### config.mk
export PLATFORM = sky130hd
export DESIGN_NAME = control_unit
export DESIGN_NICKNAME = d
export VERILOG_FILES = /design/src/rtl/cpu_pkg.sv /design/src/rtl/control_unit.sv
export SDC_FILE = /design/constraint.sdc
export NUM_CORES = 1
export LEC_CHECK = 0
export CAP_MARGIN = 20
export CORE_UTILIZATION = 38
export DETAILED_ROUTE_END_ITERATION = 6
export PLACE_DENSITY = 0.78
export RECOVER_POWER = 100
export SYNTH_ARGS = -nofsm -noshare
export SYNTH_HDL_FRONTEND = slang
export SYNTH_SLANG_ARGS = --single-unit
### constraint.sdc
create_clock -name clk -period 2.9 [get_ports clk]
set_input_delay 0.87 -clock clk [delete_from_list [all_inputs] [get_ports clk]]
set_output_delay 0.87 -clock clk [all_outputs]
set_load 0.02 [all_outputs]
### src/rtl/cpu_pkg.sv
// Shared definitions for the simple 8-bit CPU: FSM state encodings, opcode
// values and bus select encodings. The datapath imports the same package so
// that both sides agree on what a select code means.
package cpu_pkg;

  typedef enum logic [3:0] {
    S_IDLE = 4'd0,
    S_FET1 = 4'd1,
    S_FET2 = 4'd2,
    S_DEC  = 4'd3,
    S_EX1  = 4'd4,
    S_RD1  = 4'd5,
    S_RD2  = 4'd6,
    S_WR1  = 4'd7,
    S_WR2  = 4'd8,
    S_BR1  = 4'd9,
    S_BR2  = 4'd10,
    S_HALT = 4'd11
  } state_t;

  localparam logic [3:0] OP_NOP = 4'd0;
  localparam logic [3:0] OP_ADD = 4'd1;
  localparam logic [3:0] OP_SUB = 4'd2;
  localparam logic [3:0] OP_AND = 4'd3;
  localparam logic [3:0] OP_NOT = 4'd4;
  localparam logic [3:0] OP_RD  = 4'd5;
  localparam logic [3:0] OP_WR  = 4'd6;
  localparam logic [3:0] OP_BR  = 4'd7;
  localparam logic [3:0] OP_BRZ = 4'd8;

  // bus_1 sources
  localparam logic [2:0] SEL1_R0 = 3'd0;
  localparam logic [2:0] SEL1_PC = 3'd4;

  // bus_2 sources (code 3 is never driven)
  localparam logic [1:0] SEL2_ALU  = 2'd0;
  localparam logic [1:0] SEL2_BUS1 = 2'd1;
  localparam logic [1:0] SEL2_MEM  = 2'd2;

  // Register field 0..3 -> bus_1 select R0..R3
  function automatic logic [2:0] reg_sel(input logic [1:0] idx);
    return {1'b0, idx};
  endfunction

  // Register field 0..3 -> one-hot load enable, bit N = load_rN
  function automatic logic [3:0] reg_onehot(input logic [1:0] idx);
    return 4'b0001 << idx;
  endfunction

endpackage

### src/rtl/control_unit.sv
// control_unit: sequencing FSM for the simple 8-bit CPU.
// Ports:
//   clk, rst (async, active-low)
//   instruction  : IR contents, [7:4] opcode, [3:2] src, [1:0] dest
//   zero_flag    : registered ALU zero flag
//   load_r0..r3, load_pc, load_y, load_z, load_ir, load_addr : load enables
//   inc_pc       : program counter increment
//   sel_bus_1_mux: bus_1 source (R0..R3, PC)
//   sel_bus_2_mux: bus_2 source (ALU, bus_1, memory)
//   write        : memory write strobe
//   halted       : high while in HALT
// All outputs are decoded combinationally from the state register,
// the instruction and zero_flag.
module control_unit
  import cpu_pkg::*;
#(
  parameter int word_size  = 8,
  parameter int op_size    = 4,
  parameter int sel1_size  = 3,
  parameter int sel2_size  = 2,
  parameter int state_size = 4
) (
  input  logic                 clk,
  input  logic                 rst,
  input  logic [word_size-1:0] instruction,
  input  logic                 zero_flag,
  output logic                 load_r0,
  output logic                 load_r1,
  output logic                 load_r2,
  output logic                 load_r3,
  output logic                 load_pc,
  output logic                 load_y,
  output logic                 load_z,
  output logic                 load_ir,
  output logic                 load_addr,
  output logic                 inc_pc,
  output logic [sel1_size-1:0] sel_bus_1_mux,
  output logic [sel2_size-1:0] sel_bus_2_mux,
  output logic                 write,
  output logic                 halted
);

  logic [state_size-1:0] state_q, state_d;
  logic [op_size-1:0]    opcode;
  logic [1:0]            src, dest;
  logic [3:0]            load_r;

  assign opcode = instruction[word_size-1 -: op_size];
  assign src    = instruction[3:2];
  assign dest   = instruction[1:0];

  assign load_r0 = load_r[0];
  assign load_r1 = load_r[1];
  assign load_r2 = load_r[2];
  assign load_r3 = load_r[3];

  always_ff @(posedge clk or negedge rst) begin
    if (!rst) state_q <= S_IDLE;
    else      state_q <= state_d;
  end

  always_comb begin
    state_d       = state_q;
    load_r        = 4'b0000;
    load_pc       = 1'b0;
    load_y        = 1'b0;
    load_z        = 1'b0;
    load_ir       = 1'b0;
    load_addr     = 1'b0;
    inc_pc        = 1'b0;
    sel_bus_1_mux = SEL1_R0;
    sel_bus_2_mux = SEL2_ALU;
    write         = 1'b0;
    halted        = 1'b0;

    case (state_q)
      S_IDLE: state_d = S_FET1;

      S_FET1: begin
        sel_bus_1_mux = SEL1_PC;
        sel_bus_2_mux = SEL2_BUS1;
        load_addr     = 1'b1;
        inc_pc        = 1'b1;
        state_d       = S_FET2;
      end

      S_FET2: begin
        sel_bus_2_mux = SEL2_MEM;
        load_ir       = 1'b1;
        state_d       = S_DEC;
      end

      S_DEC: begin
        case (opcode)
          OP_NOP: state_d = S_FET1;

          OP_ADD, OP_SUB, OP_AND: begin
            sel_bus_1_mux = reg_sel(src);
            sel_bus_2_mux = SEL2_BUS1;
            load_y        = 1'b1;
            state_d       = S_EX1;
          end

          OP_NOT: begin
            sel_bus_1_mux = reg_sel(src);
            sel_bus_2_mux = SEL2_ALU;
            load_z        = 1'b1;
            load_r        = reg_onehot(dest);
            state_d       = S_FET1;
          end

          OP_RD, OP_WR, OP_BR, OP_BRZ: begin
            // A not-taken BRZ only steps the PC past its operand byte.
            if (opcode == OP_BRZ && !zero_flag) begin
              inc_pc  = 1'b1;
              state_d = S_FET1;
            end else begin
              sel_bus_1_mux = SEL1_PC;
              sel_bus_2_mux = SEL2_BUS1;
              load_addr     = 1'b1;
              case (opcode)
                OP_RD:   state_d = S_RD1;
                OP_WR:   state_d = S_WR1;
                default: state_d = S_BR1;
              endcase
            end
          end

          default: state_d = S_HALT;
        endcase
      end

      S_EX1: begin
        sel_bus_1_mux = reg_sel(dest);
        sel_bus_2_mux = SEL2_ALU;
        load_z        = 1'b1;
        load_r        = reg_onehot(dest);
        state_d       = S_FET1;
      end

      S_RD1, S_WR1: begin
        // Operand byte holds the data address; load it and skip past it.
        sel_bus_2_mux = SEL2_MEM;
        load_addr     = 1'b1;
        inc_pc        = 1'b1;
        state_d       = (state_q == S_RD1) ? S_RD2 : S_WR2;
      end

      S_RD2: begin
        sel_bus_2_mux = SEL2_MEM;
        load_r        = reg_onehot(dest);
        state_d       = S_FET1;
      end

      S_WR2: begin
        sel_bus_1_mux = reg_sel(src);
        write         = 1'b1;
        state_d       = S_FET1;
      end

      S_BR1: begin
        sel_bus_2_mux = SEL2_MEM;
        load_addr     = 1'b1;
        state_d       = S_BR2;
      end

      S_BR2: begin
        sel_bus_2_mux = SEL2_MEM;
        load_pc       = 1'b1;
        state_d       = S_FET1;
      end

      S_HALT: halted = 1'b1;

      default: state_d = S_IDLE;
    endcase
  end

endmodule

==> impl_metrics.csv <==
group,metric,value,unit
outcome,outcome,"finished, final reports clean",
final_layout,largest_reg_flops,4,
power,powerDensity,805,mW/mm²
final_layout,fin_nets,133,
critical_path,cp-start-kind,"primary input",
global_routing,antenna_found_initial,0,
job,max_cap_viol_count,0,
sta,setup_viol,0,
place,routabilityCongestion,0.781,
worst_hold_path,worstHoldStart,"state_q[0]$_DFFE_PN0N_",
synth,synthArstFlopShare,100,%
sta,finalCritPeriodShare,99.4,%
route,drtPass1Iterations,4,
final_layout,diodes,0,
clocking,clkTransAtPathRegs,0.04,ns
final_layout,layout-drive-gt1-share,34.2,%
place,port_buffers,27,
clocking,h-tree-depth,1,
clocking,tritoncts,"yes",
route,drt_iter0_drc,11,
floorplanning,core,0.00132,mm²
sta,timing.fmax,347,MHz
clocking,cts_made_buffers,3,
global_routing,grt_max_degree,13,
synth,netlist_area,544,µm²
route,antenna_left,0,
global_routing,grt.met3_usage,1.70,%
synth,synth-simple-area-share,43.7,%
worst_hold_path,hold-path-cell-count,2,
global_routing,grtUsageTotal,25.9,%
sta,rsz0062_at_grt,"false",
synth,synth_cells,78,
synth,ys_ff_latch,4,
power,peakVddDrop,593,µV
final_layout,reg_top3,"state_q x4",
global_routing,grt_util_met2,48.0,%
floorplanning,die_h,39.8,µm
route,routedWlPerCell,13.9,µm
sta,slew_headroom,77.4,%
synth,synth_top_family_by_area,"simple AND/OR/NAND/NOR gates",
synth,synth-compound-area-share,30.1,%
critical_path,critical_path_class,"primary input to output port",
global_routing,grt_pass1_vias,611,
final_layout,multi_input_area,458,µm²
floorplanning,num_io_pins,28,
route,vias,757,
worst_hold_path,hold_class,"flop to flop",
final_layout,stdcell_count,135,
critical_path,rr_endpoint,"state_q[0]$_DFFE_PN0N_",
final_layout,largest-register,"state_q",
synth,ys_warn_count,0,
place,placed_cells,128,
global_routing,grt.overflow.total,0,
floorplanning,start_util,41.3,%
global_routing,grt_pass1_wl,2810,µm
sta,worst_slew_pin_slew,0.338,ns
global_routing,top_usage_layer,"met2",
critical_path,r2r-start,"state_q[3]$_DFFE_PN0N_",
final_layout,fill_cells,106,
clocking,clockBufferDepth,2,
synth,synth_top_flop_cell,"dfrtp_1",
sta,fin_crit,2.88,ns
final_layout,fin_util,72.7,%
critical_path,r2r_slack,1.38,ns
synth,yosysUniqueCellTypes,35,
synth,synth-seq-area-share,18.4,%
route,viasPerCell,5.61,
critical_path,crit_arrival,2.01,ns
route,drt-total-wl,1870,µm
clocking,clock_latency,0.23,ns
floorplanning,placementRows,13,
synth,muxShareOfSynthArea,0,%
final_layout,area_growth,76.1,%
clocking,clock-sinks,4,
synth,synth-xor-area-share,1.61,%
critical_path,path_max_fanout,5,
sta,finalSetupTns,0,ns
sta,clock_skew,0.00337,ns
clocking,cts-root-buf,"clkbuf_4",
power,power.leakage,0.000436,µW
route,route.detailed.drc,0,
synth,synth_area_per_cell,6.98,µm²
place,place.detailed.hpwl,1250,µm
sta,slew_violations,0,
synth,synth_fp_nets,89,
critical_path,r2r_cells,3,
critical_path,end_kind,"output port",
worst_hold_path,hold_end,"state_q[3]$_DFFE_PN0N_",
global_routing,use_met1,32.0,%
synth,synth_edf_count,0,
critical_path,crit_required,2.03,ns
sta,hold_viol,0,
floorplanning,design.die.area,0.00159,mm²
synth,synthAdderAreaFrac,0,%
final_layout,register_area,100,µm²
floorplanning,fp.dieW,39.8,µm
-- through the flow --
step / instance area, µm² / setup WS [ns] / hold slack [ns] / power, µW
3_3_place_gp: 916 / -0.810 / 0.682 / 715
4_1_cts: 976 / 0.0163 / 0.702 / 791
3_5_place_dp: 916 / -0.863 / 0.687 / 719
6_report: 958 / 0.0176 / 0.699 / 772
5_1_grt: 958 / 0.00610 / 0.748 / 834
2_1_floorplan: 544 / 0.0462 / 0.560 / 465
-- per-layer routing --
layer / share of wire [%] / vias to the layer above
met4: 0 / 0
met5: 0 / -
met1: 43 / 344
met3: 5.3 / 0
li1: - / 380
met2: 52 / 33
-- worst max-delay path, cell delays in order --
cell and delay [ns]:
clkdlybuf4s15_1 0.20, buf_6 0.14, or4b_4 0.53, a21oi_2 0.13, buf_4 0.14
-- cell type report --
cell class / count / area share (%)
flip-flops and latches: 4 / 10.4
clock buffers: 3 / 2.35
multi-input cells: 65 / 47.8
repair buffers: 45 / 36.3
inverters: 3 / 1.17
well taps: 15 / 1.96
-- power breakdown --
group	internal [µW]	switching (µW)	total, µW	leakage (µW)
Sequential	80.5	44.5	125	0.0000490
Clock	46.4	24.4	70.9	0.0000138
Combinational	251	325	576	0.000373
-- logic make-up (layout without fill, tap and decap cells) --
kind of cell / Yosys count / in the layout
simple gates: 40 / 40
compound gates: 24 / 24
buf+inv: 9 / 51
flops: 4 / 4
xor+xnor: 1 / 1
-- worst max path at each step --
stage / slack, ns / cells after the start / start / end
final: 0.02 / 5 / instruction[6] / inc_pc
after global routing: 0.006 / 5 / instruction[6] / inc_pc
after CTS: 0.02 / 5 / instruction[4] / inc_pc
after detailed placement: -0.86 / 6 / instruction[4] / load_r1
after global placement: -0.81 / 6 / instruction[4] / load_r1
after floorplan: 0.05 / 3 / instruction[4] / load_r1
-- timing repair --
item / CTS / global route
hold buffers: 0 / 0
pin swaps: 2 / 1
resized for setup: 67 / 6
endpoints found under the setup margin: 12 / 5
buffers inserted: 3 / 0
cloned: 1 / 0
-- cell usage in the layout, fill, tap and decap left out, types with 2 or more instances in the layout --
cell type        count
a211oi_1             2
a21oi_1              5
a22o_1               2
a31oi_1              2
a32o_1               2
buf_2                6
buf_4               13
buf_6                2
clkbuf_1             2
clkbuf_2             6
clkbuf_4             3
clkdlybuf4s15_1      2
clkdlybuf4s15_2      2
clkdlybuf4s50_1      5
dfrtp_1              4
dlygate4sd2_1        2
dlygate4sd3_1        5
inv_1                3
nand2_1              7
nand2b_1             3
nand3_1              2
nand3b_1             2
nor2_1               5
nor2b_1              3
nor3_1               4
nor3b_2              2
o21ai_0              3
-- cells in the mapped netlist (all sizes together), types with 2 or more instances --
library cell  count  area share [%]
nand3             2             1.8
nor2              6             4.1
nand3b            2             2.8
inv               3             2.1
a211oi            2             2.8
clkbuf            6             4.1
dfrtp             4              18
a22o              2             3.2
a32o              2             3.7
nand2b            3             3.4
nor2b             3             3.4
nand2             7             4.8
nor3b             3             4.1
nor3              4             3.7
a21oi             6             5.5
o21ai             3             2.8
a31oi             2             2.3
Power figures use the tool's default switching activity.
